<file path="config.mk">
export PLATFORM = sky130hd
export DESIGN_NAME = vga_fb_scanout
export DESIGN_NICKNAME = d
export VERILOG_FILES = /design/src/rtl/vga_fb_scanout.sv
export SDC_FILE = /design/constraint.sdc
export NUM_CORES = 1
export LEC_CHECK = 0
export CORE_ASPECT_RATIO = 0.6
export CORE_MARGIN = 1.5
export CORE_UTILIZATION = 29
export DETAILED_ROUTE_END_ITERATION = 8
export GPL_ROUTABILITY_DRIVEN = 1
export PLACE_DENSITY = 0.51
export SLEW_MARGIN = 20
export SYNTH_ARGS = -nofsm -noshare
export SYNTH_HDL_FRONTEND = slang
export SYNTH_SLANG_ARGS = --single-unit
</file>
<file path="constraint.sdc">
create_clock -name clk -period 6.7 [get_ports clk]
set_input_delay 1.34 -clock clk [delete_from_list [all_inputs] [get_ports clk]]
set_output_delay 1.34 -clock clk [all_outputs]
set_load 0.05 [all_outputs]
</file>
<file path="src/rtl/vga_fb_scanout.sv">
// rtl/vga_fb_scanout.sv - frame buffer scanout: screen-to-memory mapping and read pipeline (option: VGA_FB_SCANOUT_DBLBUF_EN)
package vga_fb_pkg;
   localparam int unsigned X_PIXEL_MEM = 97;
   localparam int unsigned Y_PIXEL_MEM = 257;

   typedef logic [7:0] raw_pixel_t;
   typedef raw_pixel_t render_pixel_t;

   typedef struct packed {
      logic       hs;
      logic       vs;
      logic       active;
      logic [9:0] pixel_x;
      logic [9:0] pixel_y;
   } vga_ctrl_t;

   typedef struct packed {
      vga_ctrl_t  ctrl;
      raw_pixel_t pixel;
   } mem_pixel_t;

   localparam mem_pixel_t mem_pixel_dv = '{
      ctrl  : '{hs: 1'b1, vs: 1'b1, active: 1'b0, pixel_x: 10'd0, pixel_y: 10'd0},
      pixel : 8'h00
   };
endpackage

module vga_fb_scanout
   import vga_fb_pkg::*;
#(
   parameter int unsigned H_SCALE = 2,
   parameter int unsigned V_SCALE = 4,
   parameter raw_pixel_t  BORDER  = 8'h00,
   parameter int unsigned ADDR_W  = $clog2(X_PIXEL_MEM * Y_PIXEL_MEM)
)(
   input  logic              clk,
   input  logic              rst_n,
   input  logic              in_valid,
   input  vga_ctrl_t         in_ctrl,
   output logic              rd_en,
`ifdef VGA_FB_SCANOUT_DBLBUF_EN
   output logic [ADDR_W:0]   rd_addr,
   input  logic              bank_sel,
`else
   output logic [ADDR_W-1:0] rd_addr,
`endif
   input  raw_pixel_t        rd_data,
   output logic              out_valid,
   output mem_pixel_t        out_pix
);

   localparam int unsigned HPH_W = (H_SCALE > 1) ? $clog2(H_SCALE) : 1;
   localparam int unsigned VPH_W = (V_SCALE > 1) ? $clog2(V_SCALE) : 1;
   localparam int unsigned MX_W  = $clog2(X_PIXEL_MEM + 1);
   localparam int unsigned MY_W  = $clog2(Y_PIXEL_MEM + 1);
`ifdef VGA_FB_SCANOUT_DBLBUF_EN
   localparam int unsigned RD_W  = ADDR_W + 1;
`else
   localparam int unsigned RD_W  = ADDR_W;
`endif

   logic [HPH_W-1:0]  h_ph, h_ph_nxt;
   logic [VPH_W-1:0]  v_ph, v_ph_nxt;
   logic [MY_W-1:0]   mem_y, mem_y_nxt;
   logic [MX_W-1:0]   mem_x, mem_x_nxt;
   logic [ADDR_W-1:0] row_base, row_base_nxt;
   logic [ADDR_W-1:0] addr_nxt;
   logic [RD_W-1:0]   rd_addr_full;
   logic [RD_W-1:0]   rd_addr_q;
   logic [9:0]        last_y;
   logic              line_start;
   logic              frame_start;
   logic              in_window;

   logic              s1_valid;
   logic              s1_rd;
   vga_ctrl_t         s1_ctrl;

   assign line_start  = (in_ctrl.pixel_x == 10'd0);
   assign frame_start = line_start && (in_ctrl.pixel_y == 10'd0);

   // Next counter values for this beat; the beat itself uses the updated values
   always_comb begin
      h_ph_nxt     = h_ph;
      mem_y_nxt    = mem_y;
      v_ph_nxt     = v_ph;
      mem_x_nxt    = mem_x;
      row_base_nxt = row_base;
      if (in_valid) begin
         if (line_start) begin
            h_ph_nxt  = '0;
            mem_y_nxt = '0;
         end else if (in_ctrl.active) begin
            if (h_ph == HPH_W'(H_SCALE - 1)) begin
               h_ph_nxt = '0;
               if (mem_y != MY_W'(Y_PIXEL_MEM))
                  mem_y_nxt = mem_y + 1'b1;
            end else begin
               h_ph_nxt = h_ph + 1'b1;
            end
         end
         if (in_ctrl.pixel_y == 10'd0) begin
            v_ph_nxt     = '0;
            mem_x_nxt    = '0;
            row_base_nxt = '0;
         end else if (line_start && (in_ctrl.pixel_y != last_y)) begin
            if (v_ph == VPH_W'(V_SCALE - 1)) begin
               v_ph_nxt = '0;
               // row_base stops with mem_x so it can never overflow its width
               if (mem_x != MX_W'(X_PIXEL_MEM)) begin
                  mem_x_nxt    = mem_x + 1'b1;
                  row_base_nxt = row_base + ADDR_W'(Y_PIXEL_MEM);
               end
            end else begin
               v_ph_nxt = v_ph + 1'b1;
            end
         end
      end
   end

`ifdef VGA_FB_SCANOUT_DBLBUF_EN
   logic bank, bank_nxt;

   // Bank only switches at the top-left beat so a frame never mixes banks
   always_comb begin
      bank_nxt = bank;
      if (in_valid && frame_start)
         bank_nxt = bank_sel;
   end

   // Displayed bank register
   always_ff @(posedge clk or negedge rst_n) begin
      if (!rst_n) bank <= 1'b0;
      else        bank <= bank_nxt;
   end

   assign rd_addr_full = {bank_nxt, addr_nxt};
`else
   assign rd_addr_full = addr_nxt;
`endif

   // Window test and read request; the RAM registers the address this cycle
   always_comb begin
      addr_nxt  = row_base_nxt + ADDR_W'(mem_y_nxt);
      in_window = in_ctrl.active && (mem_x_nxt < MX_W'(X_PIXEL_MEM))
                                 && (mem_y_nxt < MY_W'(Y_PIXEL_MEM));
      rd_en     = rst_n && in_valid && in_window;
      rd_addr   = rd_en ? rd_addr_full : rd_addr_q;
   end

   // Mapping counters, previous line number and held read address
   always_ff @(posedge clk or negedge rst_n) begin
      if (!rst_n) begin
         h_ph      <= '0;
         v_ph      <= '0;
         mem_y     <= '0;
         mem_x     <= '0;
         row_base  <= '0;
         last_y    <= '0;
         rd_addr_q <= '0;
      end else begin
         h_ph      <= h_ph_nxt;
         v_ph      <= v_ph_nxt;
         mem_y     <= mem_y_nxt;
         mem_x     <= mem_x_nxt;
         row_base  <= row_base_nxt;
         rd_addr_q <= rd_addr;
         if (in_valid)
            last_y <= in_ctrl.pixel_y;
      end
   end

   // S1: carry ctrl, valid and read flag while the RAM access is in flight
   always_ff @(posedge clk or negedge rst_n) begin
      if (!rst_n) begin
         s1_valid <= 1'b0;
         s1_rd    <= 1'b0;
         s1_ctrl  <= mem_pixel_dv.ctrl;
      end else begin
         s1_valid <= in_valid;
         s1_rd    <= rd_en;
         s1_ctrl  <= in_ctrl;
      end
   end

   // S2: join ctrl with RAM data, or BORDER where no read was issued
   always_ff @(posedge clk or negedge rst_n) begin
      if (!rst_n) begin
         out_valid <= 1'b0;
         out_pix   <= mem_pixel_dv;
      end else begin
         out_valid     <= s1_valid;
         out_pix.ctrl  <= s1_ctrl;
         out_pix.pixel <= s1_rd ? rd_data : BORDER;
      end
   end

endmodule

</file>
==> results of run 1 <==
## sequential cells by signal, indices dropped and copies added, names as in the netlist
name	flops
h_ph	1
last_y	10
mem_x	7
mem_y	9
out_pix	31
out_valid	1
rd_addr_q	15
row_base	15
s1_ctrl	23
s1_rd	1
s1_valid	1
v_ph	2
## synthesized netlist by cell type, drive strengths merged, types with 2 or more instances
library cell / number / area, um^2
or2: 2 / 12.51
nand3: 17 / 85.08
nand4b: 2 / 17.52
a31oi: 3 / 18.77
nand2: 26 / 97.59
o31a: 3 / 26.28
o21a: 2 / 15.01
and4: 4 / 35.03
dfrtp: 112 / 2803
xor2: 14 / 122.6
or3: 6 / 37.54
buf: 7 / 71.32
or4: 6 / 52.55
xnor2: 28 / 245.2
nand4: 12 / 81.33
and3: 4 / 26.28
dfstp: 4 / 105.1
o41a: 2 / 32.53
nor4: 7 / 58.81
nor3: 6 / 40.04
inv: 16 / 60.06
a211oi: 2 / 15.01
nor2b: 6 / 37.54
mux2: 25 / 315.3
o21ai: 12 / 60.05
nor2: 41 / 156.4
clkbuf: 2 / 7.510
a21oi: 14 / 70.07
ha: 15 / 187.7
a21o: 3 / 23.77
and2: 10 / 62.56
## timing repair
item / 4_1_cts / 5_1_grt
endpoints found under the setup margin: 7 / 8
pin swaps: 7 / 14
buffers inserted: 1 / 0
resized for setup: 13 / 25
## cell type report
type / instances / area [um^2]
timing repair buffer: 130 / 1281
clock buffer: 17 / 425.4
multi-input combinational: 290 / 2238
sequential: 116 / 2908
fill: 1613 / 9963
tap: 234 / 292.8
inverter: 16 / 60.06
clock inverter: 15 / 145.1
## layer usage
layer / vias up / wire, um
met5: - / 0
li1: 1805 / -
met1: 1833 / 6715
met2: 100 / 4927
met4: 0 / 113
met3: 11 / 683
## through the flow
step,hold slack (ns),area [um^2],setup TNS (ns),setup slack (ns),cells
6_report,0.3458,7351,0,0.2008,818
3_3_place_gp,0.3346,6616,-0.6923,-0.1325,785
4_1_cts,0.3459,7244,-0.002845,-0.002845,818
5_1_grt,0.3546,7351,0,0.007507,818
3_5_place_dp,0.3347,6616,-0.6411,-0.1421,785
2_1_floorplan,0.3312,5171,0,0.6694,432
## worst max-delay path, cell delays in order
cell	delay [ns]
clkdlybuf4s50_1	0.53
xnor2_2	0.14
nand4_1	0.19
o31a_1	0.35
and3_2	0.23
a32o_1	0.28
buf_4	0.15
fa_2	0.36
a21o_1	0.19
a21oi_2	0.15
nor2b_2	0.08
o31a_1	0.27
nor2_2	0.15
o21ai_2	0.08
nand4b_1	0.13
xnor2_1	0.09
mux2_4	0.30
buf_12	0.15
## how the worst min path moves through the flow
stage	from	endpoint	slack, ns	cells after the start
after floorplan	s1_ctrl[2]	out_pix[10]	0.33	0
after global placement	s1_ctrl[5]	out_pix[13]	0.33	0
after detailed placement	s1_ctrl[3]	out_pix[11]	0.33	0
after CTS	s1_ctrl[6]	out_pix[14]	0.35	0
after global routing	s1_ctrl[6]	out_pix[14]	0.35	0
final	s1_ctrl[6]	out_pix[14]	0.35	0
## cells in the final DEF (no fill, tap or decap), types with 4 or more instances in the layout
cell type / n
buf_4: 57
dlymetal6s2s_1: 13
buf_12: 9
o21ai_0: 9
clkdlybuf4s50_1: 51
clkinv_4: 4
ha_1: 13
xor2_1: 13
or3_1: 4
and2_1: 9
a21oi_1: 12
dfstp_2: 4
inv_1: 16
inv_6: 6
nor3_1: 4
mux2_2: 15
xnor2_1: 27
nor2_1: 37
nand4_1: 11
dfrtp_1: 112
clkbuf_16: 17
nand2_1: 26
or4_1: 4
nand3_1: 17
nor2b_1: 5
mux2_4: 10
and4_1: 4
nor2_2: 4
## kinds of logic after synthesis
logic type	after synthesis	share of synthesized area, %
and+or+nand+nor	150	15.68
buffers and inverters	26	2.879
AOI/OAI and AO/OA	57	7.985
muxes	25	6.097
xor gates and xnor gates	42	7.114
DFF	116	56.23
adders and majority gates	16	4.016
## power groups by stage
stage / registers, mW / logic [mW] / clock network (mW)
after floorplan: 0.828 / 0.207 / 0
after global placement: 0.805 / 0.405 / 0
after detailed placement: 0.806 / 0.408 / 0
after CTS: 0.795 / 0.413 / 0.895
after global routing: 0.803 / 0.446 / 0.936
final: 0.795 / 0.415 / 0.869
==> results.sh, run 1 <==
export IMPL_ios=82
export IMPL_wl_per_cell_um=15.21
export IMPL_antenna_found_initial=0
export IMPL_clock_skew_final_ns=0.01092
export IMPL_status="completed"
export IMPL_num_rows=37
export IMPL_grt_pass1_wl_mm=20.00
export IMPL_r2r_cells=14
export IMPL_required_ns=5.36
export IMPL_finalPower_mw=2.080
export IMPL_endpoint_kind="output pin"
export IMPL_globalRoute_busiestLayer="met1"
export IMPL_yosysSeqAreaShare_pct=56.23
export IMPL_die_x_um=175.4
export IMPL_power_frac_clock_pct=41.8
export IMPL_die_h_um=106.4
export IMPL_yosys_warnings=0
export IMPL_postRouteAntennaNets=0
export IMPL_start_kind="input port"
export IMPL_die_area_um2=18670
export IMPL_clk_latency_ns=0.41
export IMPL_drc=0
export IMPL_synthFlopType="dfrtp_1"
export IMPL_period_needed_ns=6.499
export IMPL_drt_total_wl_mm=12.44
export IMPL_grtUsageTotal_pct=14.09
export IMPL_leakage_nw=3.378
export IMPL_rsz0062_at_grt="false"
export IMPL_port_buffers=81
export IMPL_area_delta_synth_final_pct=42.15
export IMPL_synth_edf_count=0
export IMPL_rrSetupSlack_ns=2.71
export IMPL_synth_seq_cells=116
export IMPL_fin_crit_sh_pct=97.00
export IMPL_grt_overflow_total=0
export IMPL_critPathKind="in2out"
export IMPL_cts_root_buf="clkbuf_16"
export IMPL_fin_util_pct=42.46
export IMPL_sw_frac_of_total_pct=30.06
export IMPL_max_freq_mhz=153.9
export IMPL_syn_avg_cell_area_um2=11.97
export IMPL_cp_max_fo=3
export IMPL_hold_buffers=0
export IMPL_seq_power_share_pct=38.2
export IMPL_reg2reg_from="mem_y[2]"
export IMPL_synth_nets=482
export IMPL_n_antenna_cell=0
export IMPL_switchingPower_uw=625.1
export IMPL_finalNetCount=621
export IMPL_num_vias=3749
export IMPL_power_frac_comb_pct=20.0
export IMPL_ir_drop_uv=158.9
export IMPL_synth_area_um2=5171
export IMPL_grt_use_met2_pct=18.45
export IMPL_r2r_end="rd_addr_q[13]"
export IMPL_drv_cap=0
export IMPL_clock_path_buffers=2
export IMPL_setup_violations=0
export IMPL_hold_class="reg2reg"
export IMPL_worst_pin_slew_ns=0.7564
export IMPL_crit_start="in_ctrl[8]"
export IMPL_clk_pin_slew_worst_paths_ns=0.05
export IMPL_maxSlewHeadroom_pct=49.57
export IMPL_grt_use_met3_pct=3.970
export IMPL_finalHoldViolCount=0
export IMPL_grt_max_degree=60
export IMPL_syn_inst=432
export IMPL_endpoint="rd_addr[14]"
export IMPL_core_um2=17310
export IMPL_dp_hpwl_mm=9.081
export IMPL_drt_iter0_drc=181
export IMPL_start_util_pct=29.87
export IMPL_htreeDepth=4
export IMPL_drv_slew=0
export IMPL_grt_pass1_vias=3692
export IMPL_vias_per_cell=4.583
export IMPL_cts_tree="done"
export IMPL_gp_congestion=0.8892
export IMPL_firstDrtPassIters=4
export IMPL_internal_power_mw=1.455
export IMPL_p_per_area_nw_per_um2=282.9
export IMPL_cts_made_buffers=17
export IMPL_layout_drive_gt1_share_pct=27.91
export IMPL_crit_arrival_ns=5.16
export IMPL_ys_types=64
export IMPL_grt_util_met1_pct=21.25
export IMPL_synthArstFlopShare_pct=100.0
export IMPL_cts_sinks=116
No activity file was read; power rests on OpenSTA's default activity.
==> inputs of run 2 (changes only) <==
--- a/config.mk
+++ b/config.mk
@@ -8,6 +8,7 @@
 export CORE_ASPECT_RATIO = 0.6
 export CORE_MARGIN = 1.5
 export CORE_UTILIZATION = 29
+export CTS_CLUSTER_DIAMETER = 80
 export DETAILED_ROUTE_END_ITERATION = 8
 export GPL_ROUTABILITY_DRIVEN = 1
 export PLACE_DENSITY = 0.51
==> results of run 2 <==
The final DEF is identical to that of run 1; final timing and power are the same.
==> inputs of run 3 (changes only) <==
--- a/config.mk
+++ b/config.mk
@@ -11,7 +11,7 @@
 export CTS_CLUSTER_DIAMETER = 80
 export DETAILED_ROUTE_END_ITERATION = 8
 export GPL_ROUTABILITY_DRIVEN = 1
-export PLACE_DENSITY = 0.51
+export PLACE_DENSITY = 0.54
 export SLEW_MARGIN = 20
 export SYNTH_ARGS = -nofsm -noshare
 export SYNTH_HDL_FRONTEND = slang
==> constraint.sdc (replaced) <==
create_clock -name clk -period 6.79 [get_ports clk]
set_input_delay 1.358 -clock clk [delete_from_list [all_inputs] [get_ports clk]]
set_output_delay 1.358 -clock clk [all_outputs]
set_load 0.05 [all_outputs]
==> run 3 against run 2 <==
Effect of this change: sequential power fell by 1%; critical endpoint unchanged; critical path depth grew 1; utilization down 0.12 points; largest power group unchanged; critical path type unchanged; via count grew 0.64%; total power is essentially flat.
==> results.sh, run 3 (synthesis gave the netlist of run 1 again) <==
export IMPL_status="completed"
export IMPL_fill_cells=1597
export IMPL_cts_sinks=116
export IMPL_start_kind="input port"
export IMPL_finalWorstSetupSlack_ns=0.2545
export IMPL_cts_tree="done"
export IMPL_period_needed_ns=6.536
export IMPL_die_x_um=175.4
export IMPL_clock_skew_final_ns=0.01828
export IMPL_rrSetupSlack_ns=2.76
export IMPL_area_delta_synth_final_pct=41.76
export IMPL_ios=82
export IMPL_htreeDepth=4
export IMPL_design_area_um2=7331
export IMPL_fin_crit_sh_pct=96.25
export IMPL_largest_register="out_pix"
export IMPL_clk_pin_slew_worst_paths_ns=0.05
export IMPL_clock_path_buffers=2
export IMPL_vias_per_cell=4.624
export IMPL_drt_iter0_drc=238
export IMPL_worstHoldStart="s1_ctrl[8]"
export IMPL_top_regs="out_pix: 31 flops, s1_ctrl: 23 flops"
export IMPL_setup_violations=0
export IMPL_critPathKind="in2out"
export IMPL_start_util_pct=29.87
export IMPL_gp_congestion=0.8200
export IMPL_die_h_um=106.4
export IMPL_clk_latency_ns=0.41
export IMPL_dp_hpwl_mm=9.029
export IMPL_hold_depth=0
export IMPL_num_rows=37
export IMPL_mostFrequentLayoutCells="112 x dfrtp_1, 56 x buf_4, 50 x clkdlybuf4s50_1"
export IMPL_crit_arrival_ns=5.18
export IMPL_hold_class="reg2reg"
export IMPL_drv_cap=0
export IMPL_grt_max_degree=45
export IMPL_worst_pin_slew_ns=0.9459
export IMPL_cts_made_buffers=17
export IMPL_grt_overflow_total=0
export IMPL_pre_cts_slack_ns=-0.1167
export IMPL_p_per_area_nw_per_um2=283.6
export IMPL_max_freq_mhz=153.0
export IMPL_grtUsageTotal_pct=14.21
export IMPL_finalNetCount=620
export IMPL_maxSlewHeadroom_pct=36.51
export IMPL_finalHoldViolCount=0
export IMPL_num_vias=3773
export IMPL_endpoint_kind="output pin"
export IMPL_die_area_um2=18670
export IMPL_r2r_end="rd_addr_q[13]"
export IMPL_place_inst=783
export IMPL_post_dp_cell_area_um2=6601
export IMPL_grt_pass1_vias=3879
export IMPL_hold_path_end="out_pix[16]"
export IMPL_finalSetupTns_ns=0
export IMPL_antenna_found_initial=1
export IMPL_n_antenna_cell=0
export IMPL_drt_total_wl_mm=12.43
export IMPL_rsz0062_at_grt="false"
export IMPL_layout_cells_non_filler=816
export IMPL_wl_per_cell_um=15.23
export IMPL_layout_commonest_cell="dfrtp_1"
export IMPL_core_um2=17310
export IMPL_firstDrtPassIters=5
export IMPL_seq_area_um2=2908
export IMPL_required_ns=5.43
export IMPL_largest_reg_flops=31
export IMPL_drc=0
export IMPL_ir_drop_uv=147.8
export IMPL_layout_drive_gt1_share_pct=26.63
export IMPL_drv_slew=0
export IMPL_reg2reg_from="mem_x[0]"
export IMPL_multiInputGateArea_um2=2210
export IMPL_r2r_cells=16
export IMPL_cts_root_buf="clkbuf_16"
export IMPL_postRouteAntennaNets=0
export IMPL_hold_buffers=0
export IMPL_leakage_nw=3.400
export IMPL_port_buffers=81
export IMPL_cp_max_fo=3
export IMPL_grt_pass1_wl_mm=20.39
[run 3: cell count changes in the layout (fill, tap and decap cells not counted), moves of 2 or more]
cell / previous run / this run
bufinv_16: 1 / 3
inv_6: 6 / 0
clkinv_4: 4 / 0
ha_1: 13 / 15
clkbuf_1: 0 / 4
[run 3: repair_timing]
| action | CTS | global route |
|---|---|---|
| resized for setup | 4 | 32 |
| setup buffers | 1 | 1 |
| setup endpoints to repair | 6 | 8 |
| pin swaps | 0 | 10 |
[run 3: how the worst max path moves through the flow]
| stage | from | endpoint | slack [ns] | cells after the start |
|---|---|---|---|---|
| 5_1_grt | in_valid | rd_addr[13] | 0.04 | 17 |
| 4_1_cts | in_ctrl[15] | rd_addr[14] | 0.02 | 19 |
| 2_1_floorplan | in_ctrl[15] | rd_addr[13] | 0.72 | 17 |
| 3_5_place_dp | in_ctrl[15] | rd_addr[9] | -0.12 | 18 |
| 6_report | in_ctrl[7] | rd_addr[14] | 0.25 | 19 |
| 3_3_place_gp | in_ctrl[15] | rd_addr[9] | -0.1 | 18 |
[run 3: layout make-up]
class,instances,area share (%)
Clock buffer,22,6.196
Tap cell,234,3.994
Inverter,16,0.8193
Clock inverter,9,1.775
Multi-Input combinational cell,290,30.14
Sequential cell,116,39.67
Timing Repair Buffer,129,17.41
[run 3: worst max-delay path, stage by stage]
cell             delay (ns)
clkdlybuf4s50_1        0.49
xnor2_1                0.13
nand4_1                0.14
buf_4                  0.17
o31a_1                 0.27
and3_2                 0.23
a32o_2                 0.28
buf_4                  0.14
fa_2                   0.35
a21o_1                 0.20
a21oi_2                0.15
nor2b_2                0.07
o31a_1                 0.30
nor2_2                 0.17
o21ai_2                0.08
nand4b_1               0.12
xnor2_1                0.07
mux2_4                 0.29
buf_12                 0.15
[run 3: routing by layer]
layer,wire (um),global-route usage (%)
met1,6502,21.50
met2,4940,19.16
met3,947,4.185
met5,0,0
met4,41,4.029
[run 3: metrics by stage]
| stage | power, mW | utilization [%] | hold WS, ns |
|---|---|---|---|
| finish | 2.079 | 42.34 | 0.3412 |
| detailed placement | 1.197 | 38.13 | 0.3347 |
| CTS | 2.100 | 41.60 | 0.3429 |
| global route | 2.182 | 42.34 | 0.3523 |
| global placement | 1.190 | 38.13 | 0.3326 |
| floorplan | 1.021 | - | 0.3312 |
[run 3: where the power goes]
part	internal (mW)	switching [mW]
combinational	0.175	0.231
clock	0.583	0.305
sequential	0.749	0.0362
